<file path="src/rtl/conv_pkg.sv">
// Shared types and width helpers for the K x K convolution window engine.
// Pure declarations: no latency, no backpressure.
package conv_pkg;

  typedef enum logic [1:0] {
    IDLE  = 2'd0,
    RUN   = 2'd1,
    FLUSH = 2'd2
  } state_t;

  // Index width able to address n entries (at least one bit).
  function automatic int idx_width(input int n);
    return (n <= 1) ? 1 : $clog2(n);
  endfunction

  // Zero-extended pixel times sign-extended weight, exact.
  function automatic int prod_width(input int ifm_w, input int wgt_w);
    return ifm_w + 1 + wgt_w;
  endfunction

  // Exact width of a sum of `taps` products.
  function automatic int sum_width(input int ifm_w, input int wgt_w, input int taps);
    return prod_width(ifm_w, wgt_w) + idx_width(taps);
  endfunction

endpackage

</file>
<file path="src/rtl/conv_line_buffer.sv">
// Circular delay line of runtime length `len`; dout is the sample written `len` shifts ago.
// Read is combinational, write on en; no backpressure of its own (caller gates en).
module conv_line_buffer
  import conv_pkg::*;
#(
  parameter int DEPTH = 64,
  parameter int WIDTH = 8,
  parameter int LEN_W = 8
) (
  input  logic             clk,
  input  logic             rst_n,
  input  logic             clr,
  input  logic             en,
  input  logic [LEN_W-1:0] len,
  input  logic [WIDTH-1:0] din,
  output logic [WIDTH-1:0] dout
);

  localparam int AW = idx_width(DEPTH);

  logic [WIDTH-1:0] mem [DEPTH];
  logic [AW-1:0]    ptr;
  logic             ptr_last;

  // Wrap at the runtime width so the delay equals exactly one image row.
  assign ptr_last = (LEN_W'(ptr) == len - LEN_W'(1));
  assign dout     = mem[ptr];

  always_ff @(posedge clk or negedge rst_n) begin
    if (!rst_n) begin
      ptr <= '0;
      for (int i = 0; i < DEPTH; i++) mem[i] <= '0;
    end else if (clr) begin
      ptr <= '0;
    end else if (en) begin
      mem[ptr] <= din;
      ptr      <= ptr_last ? '0 : ptr + AW'(1);
    end
  end

endmodule

</file>
<file path="src/rtl/conv_window_engine.sv">
// Streaming K x K valid-convolution engine; one registered result 1 cycle after its completing pixel.
// ifm_ready drops while an unconsumed result is held; CONV_RELU_EN clamps results to [0, 2^(DATA_WIDTH-1)-1].
module conv_window_engine
  import conv_pkg::*;
#(
  parameter int KERNEL_SIZE  = 3,
  parameter int IFM_WIDTH    = 8,
  parameter int WEIGHT_WIDTH = 8,
  parameter int DATA_WIDTH   = 16,
  parameter int MAX_COLS     = 64,
  parameter int DIM_WIDTH    = 8
) (
  input  logic                    clk,
  input  logic                    rst_n,
  input  logic                    wgt_valid,
  input  logic [WEIGHT_WIDTH-1:0] wgt_data,
  input  logic                    start,
  input  logic [DIM_WIDTH-1:0]    cfg_cols,
  input  logic [DIM_WIDTH-1:0]    cfg_rows,
  input  logic                    ifm_valid,
  input  logic [IFM_WIDTH-1:0]    ifm_data,
  output logic                    ifm_ready,
  output logic                    out_valid,
  output logic [DATA_WIDTH-1:0]   out_data,
  input  logic                    out_ready,
  output logic                    busy,
  output logic                    done,
  output logic                    cfg_err
);

  localparam int TAPS = KERNEL_SIZE * KERNEL_SIZE;
  localparam int WI_W = idx_width(TAPS);
`ifdef CONV_RELU_EN
  localparam int SUM_W = sum_width(IFM_WIDTH, WEIGHT_WIDTH, TAPS);
  localparam int ACC_W = (SUM_W > DATA_WIDTH) ? SUM_W : DATA_WIDTH;
`else
  // Wrapping output: modulo-2^DATA_WIDTH arithmetic throughout gives the same bits.
  localparam int ACC_W = DATA_WIDTH;
`endif
  localparam logic [DIM_WIDTH-1:0] K_D     = DIM_WIDTH'(KERNEL_SIZE);
  localparam logic [DIM_WIDTH-1:0] K1_D    = DIM_WIDTH'(KERNEL_SIZE - 1);
  localparam logic [DIM_WIDTH-1:0] MAXC_D  = DIM_WIDTH'(MAX_COLS);
  localparam logic [WI_W-1:0]      WI_LAST = WI_W'(TAPS - 1);

  state_t                    state, state_nxt;
  logic                      done_nxt, err_nxt, start_go, cfg_ok;
  logic [WEIGHT_WIDTH-1:0]   weight [TAPS];
  logic [WI_W-1:0]           wgt_idx;
  logic                      wgt_loaded;
  logic [DIM_WIDTH-1:0]      cols_q, rows_q, col, row;
  logic [IFM_WIDTH-1:0]      win     [KERNEL_SIZE][KERNEL_SIZE];
  logic [IFM_WIDTH-1:0]      win_nxt [KERNEL_SIZE][KERNEL_SIZE];
  logic [IFM_WIDTH-1:0]      row_in  [KERNEL_SIZE];
  logic [IFM_WIDTH-1:0]      lb_out  [KERNEL_SIZE-1];
  logic                      pix_acc, win_full, col_last, last_pix;
  logic signed [ACC_W-1:0]   sum_full;
  logic [DATA_WIDTH-1:0]     result;

  function automatic logic signed [ACC_W-1:0] tap_mul(input logic [IFM_WIDTH-1:0] p,
                                                       input logic [WEIGHT_WIDTH-1:0] w);
    logic signed [ACC_W-1:0] pe, we;
    pe = $signed(ACC_W'(p));
    we = ACC_W'($signed(w));
    return pe * we;
  endfunction

  assign ifm_ready = (state == RUN) && (!out_valid || out_ready);
  assign pix_acc   = ifm_valid && ifm_ready;
  assign busy      = (state != IDLE);
  assign win_full  = (col >= K1_D) && (row >= K1_D);
  assign col_last  = (col == cols_q - DIM_WIDTH'(1));
  assign last_pix  = col_last && (row == rows_q - DIM_WIDTH'(1));
  assign cfg_ok    = wgt_loaded && (cfg_cols >= K_D) && (cfg_cols <= MAXC_D) && (cfg_rows >= K_D);

  always_comb begin
    state_nxt = state;
    done_nxt  = 1'b0;
    err_nxt   = 1'b0;
    start_go  = 1'b0;
    case (state)
      IDLE: begin
        if (start) begin
          if (cfg_ok) begin
            start_go  = 1'b1;
            state_nxt = RUN;
          end else begin
            err_nxt = 1'b1;
          end
        end
      end
      RUN:     if (pix_acc && last_pix) state_nxt = FLUSH;
      FLUSH: begin
        if (!out_valid || out_ready) begin
          state_nxt = IDLE;
          done_nxt  = 1'b1;
        end
      end
      default: state_nxt = IDLE;
    endcase
  end

  always_ff @(posedge clk or negedge rst_n) begin
    if (!rst_n) begin
      state   <= IDLE;
      done    <= 1'b0;
      cfg_err <= 1'b0;
    end else begin
      state   <= state_nxt;
      done    <= done_nxt;
      cfg_err <= err_nxt;
    end
  end

  // Weight loading; wgt_loaded is sampled by start before this edge updates it.
  always_ff @(posedge clk or negedge rst_n) begin
    if (!rst_n) begin
      wgt_idx    <= '0;
      wgt_loaded <= 1'b0;
      for (int i = 0; i < TAPS; i++) weight[i] <= '0;
    end else if (state == IDLE && wgt_valid) begin
      weight[wgt_idx] <= wgt_data;
      if (wgt_idx == WI_LAST) begin
        wgt_idx    <= '0;
        wgt_loaded <= 1'b1;
      end else begin
        wgt_idx <= wgt_idx + WI_W'(1);
      end
    end
  end

  always_ff @(posedge clk or negedge rst_n) begin
    if (!rst_n) begin
      cols_q <= '0;
      rows_q <= '0;
      col    <= '0;
      row    <= '0;
    end else if (start_go) begin
      cols_q <= cfg_cols;
      rows_q <= cfg_rows;
      col    <= '0;
      row    <= '0;
    end else if (pix_acc) begin
      col <= col_last ? '0 : col + DIM_WIDTH'(1);
      row <= col_last ? row + DIM_WIDTH'(1) : row;
    end
  end

  for (genvar g = 0; g < KERNEL_SIZE - 1; g++) begin : g_lb
    conv_line_buffer #(
      .DEPTH (MAX_COLS),
      .WIDTH (IFM_WIDTH),
      .LEN_W (DIM_WIDTH)
    ) u_lb (
      .clk   (clk),
      .rst_n (rst_n),
      .clr   (start_go),
      .en    (pix_acc),
      .len   (cols_q),
      .din   (row_in[g]),
      .dout  (lb_out[g])
    );
  end

  // Row 0 is the live pixel; row r comes r image rows earlier; column c is c pixels older.
  always_comb begin
    row_in[0] = ifm_data;
    for (int r = 1; r < KERNEL_SIZE; r++) row_in[r] = lb_out[r-1];
    for (int r = 0; r < KERNEL_SIZE; r++) begin
      win_nxt[r][0] = row_in[r];
      for (int c = 1; c < KERNEL_SIZE; c++) win_nxt[r][c] = win[r][c-1];
    end
  end

  always_ff @(posedge clk or negedge rst_n) begin
    if (!rst_n) begin
      for (int r = 0; r < KERNEL_SIZE; r++)
        for (int c = 0; c < KERNEL_SIZE; c++) win[r][c] <= '0;
    end else if (start_go) begin
      for (int r = 0; r < KERNEL_SIZE; r++)
        for (int c = 0; c < KERNEL_SIZE; c++) win[r][c] <= '0;
    end else if (pix_acc) begin
      win <= win_nxt;
    end
  end

  // weight[0] pairs with the top-left (oldest row, oldest column) pixel.
  always_comb begin
    sum_full = '0;
    for (int wr = 0; wr < KERNEL_SIZE; wr++)
      for (int wc = 0; wc < KERNEL_SIZE; wc++)
        sum_full = sum_full + tap_mul(win_nxt[KERNEL_SIZE-1-wr][KERNEL_SIZE-1-wc],
                                      weight[wr*KERNEL_SIZE + wc]);
  end

`ifdef CONV_RELU_EN
  localparam logic signed [ACC_W-1:0] POS_MAX =
    {{(ACC_W-DATA_WIDTH+1){1'b0}}, {(DATA_WIDTH-1){1'b1}}};

  always_comb begin
    if (sum_full[ACC_W-1])        result = '0;
    else if (sum_full > POS_MAX)  result = POS_MAX[DATA_WIDTH-1:0];
    else                          result = sum_full[DATA_WIDTH-1:0];
  end
`else
  assign result = sum_full;
`endif

  always_ff @(posedge clk or negedge rst_n) begin
    if (!rst_n) begin
      out_valid <= 1'b0;
      out_data  <= '0;
    end else if (pix_acc && win_full) begin
      out_valid <= 1'b1;
      out_data  <= result;
    end else if (out_ready) begin
      out_valid <= 1'b0;
    end
  end

endmodule

</file>
<file path="config.mk">
export PLATFORM = sky130hd
export DESIGN_NAME = conv_window_engine
export DESIGN_NICKNAME = d
export VERILOG_FILES = /design/src/rtl/conv_pkg.sv /design/src/rtl/conv_line_buffer.sv /design/src/rtl/conv_window_engine.sv
export SDC_FILE = /design/constraint.sdc
export NUM_CORES = 2
export LEC_CHECK = 0
export CORE_MARGIN = 2
export CORE_UTILIZATION = 40
export DETAILED_ROUTE_END_ITERATION = 12
export PLACE_DENSITY = 0.65
export SLEW_MARGIN = 20
export SYNTH_ARGS = -nofsm -noshare
export SYNTH_HDL_FRONTEND = slang
export SYNTH_SLANG_ARGS = --single-unit
</file>
<file path="constraint.sdc">
create_clock -name clk -period 23.9 [get_ports clk]
set_input_delay 2.39 -clock clk [delete_from_list [all_inputs] [get_ports clk]]
set_output_delay 2.39 -clock clk [all_outputs]
set_load 0.01 [all_outputs]
</file>
# Yosys cells after proc, flatten, opt, wreduce, memory -nomap -nowiden
# Index checks and enable logic that the tools add are counted.
classes:
  n_addsub: 15
  n_mul: 9
  n_lt_le_gt_ge: 11
  n_eq_ne: 11
  muxes: 45
  bitwise_logic: 4
  reduce_logical: 24
ops:
  columns: ["operator", "n"]
  rows:
  - ["512-bit bitwise mux", 2]
  - ["9-bit by 8-bit multiplier with 16-bit output", 9]
  - ["72-bit 2-to-1 mux", 2]
  - ["16-bit adder", 8]
  - ["8-bit 2-to-1 mux", 13]
  - ["8-bit binary-select mux with 6-bit select", 2]
  - ["8-bit demux with 6-bit select", 2]
  - ["72-bit bitwise mux", 1]
  - ["6-bit 2-to-1 mux", 6]
  - ["8-bit demux with 4-bit select", 1]
  - ["8-bit by 2-bit >= comparator with 1-bit output, second input constant", 4]
  - ["8-bit by 1-bit adder with 8-bit output, second input constant", 2]
  - ["6-bit by 8-bit == test with 1-bit output", 2]
  - ["8-bit == test", 2]
  - ["8-bit by 1-bit subtractor with 8-bit output, second input constant", 2]
  - ["7-bit >= comparator, second input constant", 2]
  - ["7-bit by 1-bit < comparator with 1-bit output, second input constant", 2]
  - ["6-bit inverter with 7-bit output", 2]
  - ["1-bit logical AND", 13]
  - ["6-bit by 1-bit adder with 6-bit output, second input constant", 2]
  - ["1-bit 2-to-1 mux", 10]
  - ["8-bit by 7-bit <= comparator with 1-bit output, second input constant", 1]
  - ["2-bit 2-to-1 mux", 4]
  - ["2-bit nonzero test", 4]
  - ["17 further kinds", 21]
word_totals:
  reg_bits: 1214
  in_bits: 38
  output_inout_bits: 21
  elab_cells: 275

# Logic depth before layout (Yosys ltp)
depth:
  depth_word: 12
  depth_mapped: 40
  ltp_nobuf: 34

# Modules after synthesis
# A second synthesis with hierarchy kept.
unflattened:
  cells_unflattened: 6384
  area_unflattened_um2: 75617.5
by_module_without_submodules:
  columns: ["mod", "n_inst", "cells_per_inst", "area_each_um2", "seq_area_each_um2"]
  rows:
  - ["conv_window_engine", 1, 2837, 28055.7, 4454.3]
  - ["conv_line_buffer at g_lb[1].u_lb", 1, 1776, 23851.6, 12962.4]
  - ["conv_line_buffer at g_lb[0].u_lb", 1, 1771, 23710.2, 12962.4]

# Least setup slack after synthesis
# OpenSTA, ideal clock, no wires.
synth_path:
  path_type: "input-to-reg"
  from: "input ifm_data[3]"
  to: "register out_data[13]"
  setup_time_ns: 0.125
  arrival_time_ns: 9.383
  required_ns: 23.775
  setup_slack_ns: 14.393
  path_stages: 27
  path_buffers: 2
  cell_sequence: "clkbuf_1 > clkbuf_1 > nand2_1 > fa_1 > inv_1 > ha_1 > fa_1 > fa_1 > inv_1 > fa_1 > inv_1 > fa_1 > inv_1 > fa_1 > inv_1 > fa_1 > fa_1 > fa_1 > inv_1 > fa_1 > nand2b_1 > a21oi_1 > o211ai_1 > nand2_1 > a21oi_1 > xnor2_1 > mux2_2"
synth_via:
  elab_chain_len: 2
synth_lines:
  columns: ["element", "line_no", "rtl"]
  rows:
  - ["from (decl)", "conv_window_engine.sv:21", "input logic [IFM_WIDTH-1:0] ifm_data,"]
  - ["9-bit by 8-bit multiplier with 16-bit output", "conv_window_engine.sv:64", "return pe * we;"]
  - ["16-bit adder", "conv_window_engine.sv:191", "sum_full = sum_full + tap_mul(win_nxt[KERNEL_SIZE-1-wr][KERNEL_SIZE-1-wc],"]
  - ["to (signal assigned)", "conv_window_engine.sv:214", "out_data <= result;"]
  - ["to (decl)", "conv_window_engine.sv:24", "output logic [DATA_WIDTH-1:0] out_data,"]
# No other way between the ends.
# A chain may end at the register's enable or synchronous reset.

# Worst setup path in the final report
layout_path:
  from: "register g_lb[0].u_lb.ptr[1]"
  to: "register out_data[14]"
layout_via:
  elab_chain_len: 9
layout_lines:
  columns: ["element", "line_no", "rtl"]
  rows:
  - ["from (decl)", "conv_line_buffer.sv:22", "logic [AW-1:0] ptr;"]
  - ["from (signal assigned)", "conv_line_buffer.sv:37", "ptr <= ptr_last ? '0 : ptr + AW'(1);"]
  - ["6-bit inverter with 7-bit output (implied by the code)", "conv_line_buffer.sv:27", "assign dout = mem[ptr];"]
  - ["8-bit binary-select mux with 6-bit select", "conv_line_buffer.sv:27", null]
  - ["8-bit 2-to-1 mux (implied by the code) (2 in a row)", "conv_line_buffer.sv:27", null]
  - ["9-bit by 8-bit multiplier with 16-bit output", "conv_window_engine.sv:64", null]
  - ["16-bit adder (4 in a row)", "conv_window_engine.sv:191", null]
# No other way between the ends. The select of a mux whose other input is x is not followed.

==> run_results.csv <==
group,metric,value,unit
die,coreArea,185000,um2
routing,drc,0,
clocking,cts-root-buf,"clkbuf_16",
synthesis,synthCells,6866,
worst_setup_path,crit_path_end_kind,"register",
placed_design,portBuffers,58,
synthesis,synth-seq-area-share,40.7,%
routing,dr.first_iter.drc_count,4814,
worst_setup_path,cp_slowest_stage_delay,790,ps
synthesis,avgSynthCellArea,10.9,um2
die,boundaryPins,59,
clocking,clkTransAtPathRegs,50,ps
timing,slew_headroom,20.5,%
clocking,post_cts_buffers,0,
grt,grt_max_degree,180,
routing,top_layer,"met4",
worst_setup_path,cp.buffers_inverters,10,
clocking,insertion_delay,800,ps
timing,hold_violations,0,
placed_design,dpl.hpwl,148000,um
synthesis,yosys_warnings,0,
finish,drive_above_1_share,16.1,%
clocking,cts_sinks,1214,
routing,avgViaCountPerCell,5.56,
timing,skew,45.9,ps
routing,met1_length,92700,um
timing,drv_slew,0,
finish,nFillCells,17300,
die,fp.dieH,436,um
worst_setup_path,crit_fanout,72,
worst_setup_path,cp_data_arrival_time,12540,ps
timing,tns,0,ps
timing,timing.fmax,84.3,MHz
clocking,cts.hold.buffers_added,0,
routing,route.met3.wl,17500,um
worst_setup_path,cp_slowest_cell,"buf_4",
synthesis,synth_area_leaders,"dfrtp_1 (41%), fa_1 (14%), mux2_2 (9.9%)",
routing,drt_pre_antenna_iters,6,
timing,fin_crit_sh,49.6,%
synthesis,yosys.area.top_type,"dfrtp_1",
clocking,htreeDepth,4,
grt,grt.total_usage,23.1,%
worst_setup_path,crit_path_frequent_cell,"fa_1",
routing,wirelength,219000,um
placed_design,place_congestion,0.954,
clocking,cts_made_buffers,138,
grt,antenna_found_initial,10,
synthesis,synth_nets,7707,
synthesis,ys_ff_latch,1214,
timing,worstMarginPinSlew,1190,ps
finish,seqCellArea,30400,um2
die,dieArea,190000,um2
synthesis,synth_enable_flop_cells,0,
worst_setup_path,critical_path_required,24570,ps
die,initial_utilization,40.3,%
synthesis,yosysTopAreaCellShare,40.7,%
routing,drt.antenna.violating_nets,0,
worst_setup_path,cp-start-kind,"register",
worst_hold_path,hold_path.class,"reg2reg",
routing,routedWlPerCell,23.6,um
routing,routed-wl-met2,98600,um
timing,period_needed,11870,ps
synthesis,synth_flop_cell,"dfrtp_1",
die,num_rows,158,
clocking,cts_buffer_depth,3,
timing,rsz0062_at_grt,"false",
finish,layout.nets,7544,
job,maxCapViolCount,0,
grt,grt_overflow,0,
synthesis,syn_area,74700,um2
synthesis,async_flop_share,100,%
worst_setup_path,cpLargestDelayFamily,"adder cells",
timing,setup_violations,0,
grt,grt_pass1_vias,53200,
clocking,cts_tree,"yes",
grt,grt_pass1_wl,337000,um
finish,area_delta_synth_final,9.54,%
routing,vias,51700,
worst_setup_path,criticalPathCategory,"reg2reg",
status,status,"finished clean",
synthesis,synth.distinct_cells,82,
finish,multi_input_area,39900,um2
clocking,postCtsResizedCells,0,
die,die_x,436,um
[synthesized netlist by cell type (25+ instances only)]
cell / number
dfrtp_1: 1214
nand2_1: 892
inv_1: 714
mux2_2: 654
o21ai_0: 620
fa_1: 527
clkbuf_1: 307
ha_1: 276
and2_1: 258
nor2_1: 179
a221oi_1: 142
mux2i_1: 124
nor2b_1: 93
a22oi_1: 71
a22o_1: 65
mux4_2: 65
nand2b_1: 64
a21oi_1: 58
xnor2_1: 58
o22ai_1: 56
buf_2: 54
nand3_1: 29
buf_4: 27
clkbuf_2: 26
xor2_1: 25
[cells in the final DEF, fill, tap and decap left out, drive strengths merged, types with 10 or more instances in the layout]
master and instances:
xnor3 10, o31ai 11, nor4 12, mux4 65, a31oi 10, inv 726
dfrtp 1214, clkdlybuf4s50 48, mux2i 124, a22o 65, nand2b 64, nor2 201
mux2 655, nand3 29, and2 261, a21oi 58, clkbuf 195, clkinv 26
fa 527, o21ai 621, a22oi 71, o221ai 14, o211ai 12, o22ai 56
nor3 23, buf 86, xnor2 58, xor2 25, ha 276, nor2b 93
and3 11, a221oi 143, nand2 893
[worst min-delay path: stages, from the launching register on]
cell and delay [ps]:
dfrtp_1 330, nand2_1 40, o21ai_0 60
[worst paths after layout]
| kind | from | endpoint | slack (ps) | depth (start not counted) |
|---|---|---|---|---|
| min in group asynchronous | rst_n | g_lb[1].u_lb.mem[7] | 1460 | 1 |
| worst max-delay path | g_lb[0].u_lb.ptr[1] | out_data[14] | 12030 | 33 |
| worst max register to register | g_lb[0].u_lb.ptr[1] | out_data[14] | 12030 | 33 |
| worst min-delay path | g_lb[1].u_lb.mem[470] | g_lb[1].u_lb.mem[470] | 470 | 2 |
| max in group asynchronous | rst_n | out_data[4] | 18670 | 5 |
| worst min register to register | g_lb[1].u_lb.mem[470] | g_lb[1].u_lb.mem[470] | 470 | 2 |
[layout make-up]
class,instances,share of cell area [%]
clock inverter,48,0.748
inverter,715,3.28
tap,2480,3.79
sequential,1214,37.2
antenna,4,0.0122
multi-input combinational,4500,48.7
clock buffer,195,4.87
timing repair buffer,134,1.45
[metal layers]
| metal | track usage, % | vias to the layer above |
|---|---|---|
| met1 | 31.7 | 26500 |
| met3 | 4.92 | 493 |
| met4 | 10.0 | 0 |
| li1 | - | 22600 |
| met2 | 35.3 | 2056 |
| met5 | 0 | - |
[flip-flops by register name (all words and copies together) (netlist names)]
name and flops:
done 1, g_lb.u_lb.mem 1024, g_lb.u_lb.ptr 12, out_data 16
state 2, out_valid 1, wgt_idx 4, win 48
rows_q 8, weight 72, cfg_err 1, col 8
wgt_loaded 1, row 8, cols_q 8
[kinds of logic (layout without fill, tap and decap cells)]
kind of cell | Yosys count | in the layout | synth area share, %
xor gates and xnor gates | 94 | 94 | 1.31
and+or+nand+nor | 1640 | 1640 | 10.2
muxes | 844 | 844 | 13.5
buffers and inverters | 1152 | 1092 | 6.18
other | 0 | 4 | 0
adders and majority gates | 803 | 803 | 18.7
AOI/OAI and AO/OA | 1119 | 1119 | 9.37
DFF | 1214 | 1214 | 40.7
[metrics by stage]
| stage | worst slack (ps) | instances | instance area, um2 | hold slack (ps) | utilization [%] |
|---|---|---|---|---|---|
| 4_1_cts | 12200 | 9285 | 81800 | 479 | 44.1 |
| 3_3_place_gp | 12300 | 9041 | 77200 | 455 | 41.6 |
| 6_report | 12030 | 9290 | 81800 | 472 | 44.1 |
| 3_5_place_dp | 12250 | 9042 | 77200 | 466 | 41.6 |
| 2_1_floorplan | 14390 | 6866 | 74700 | 441 | - |
| 5_1_grt | 11740 | 9288 | 81800 | 496 | 44.1 |
Power is left out: the tool's default activity adds up to more than one toggle a clock period on the data nets, which glitch-free logic cannot reach.
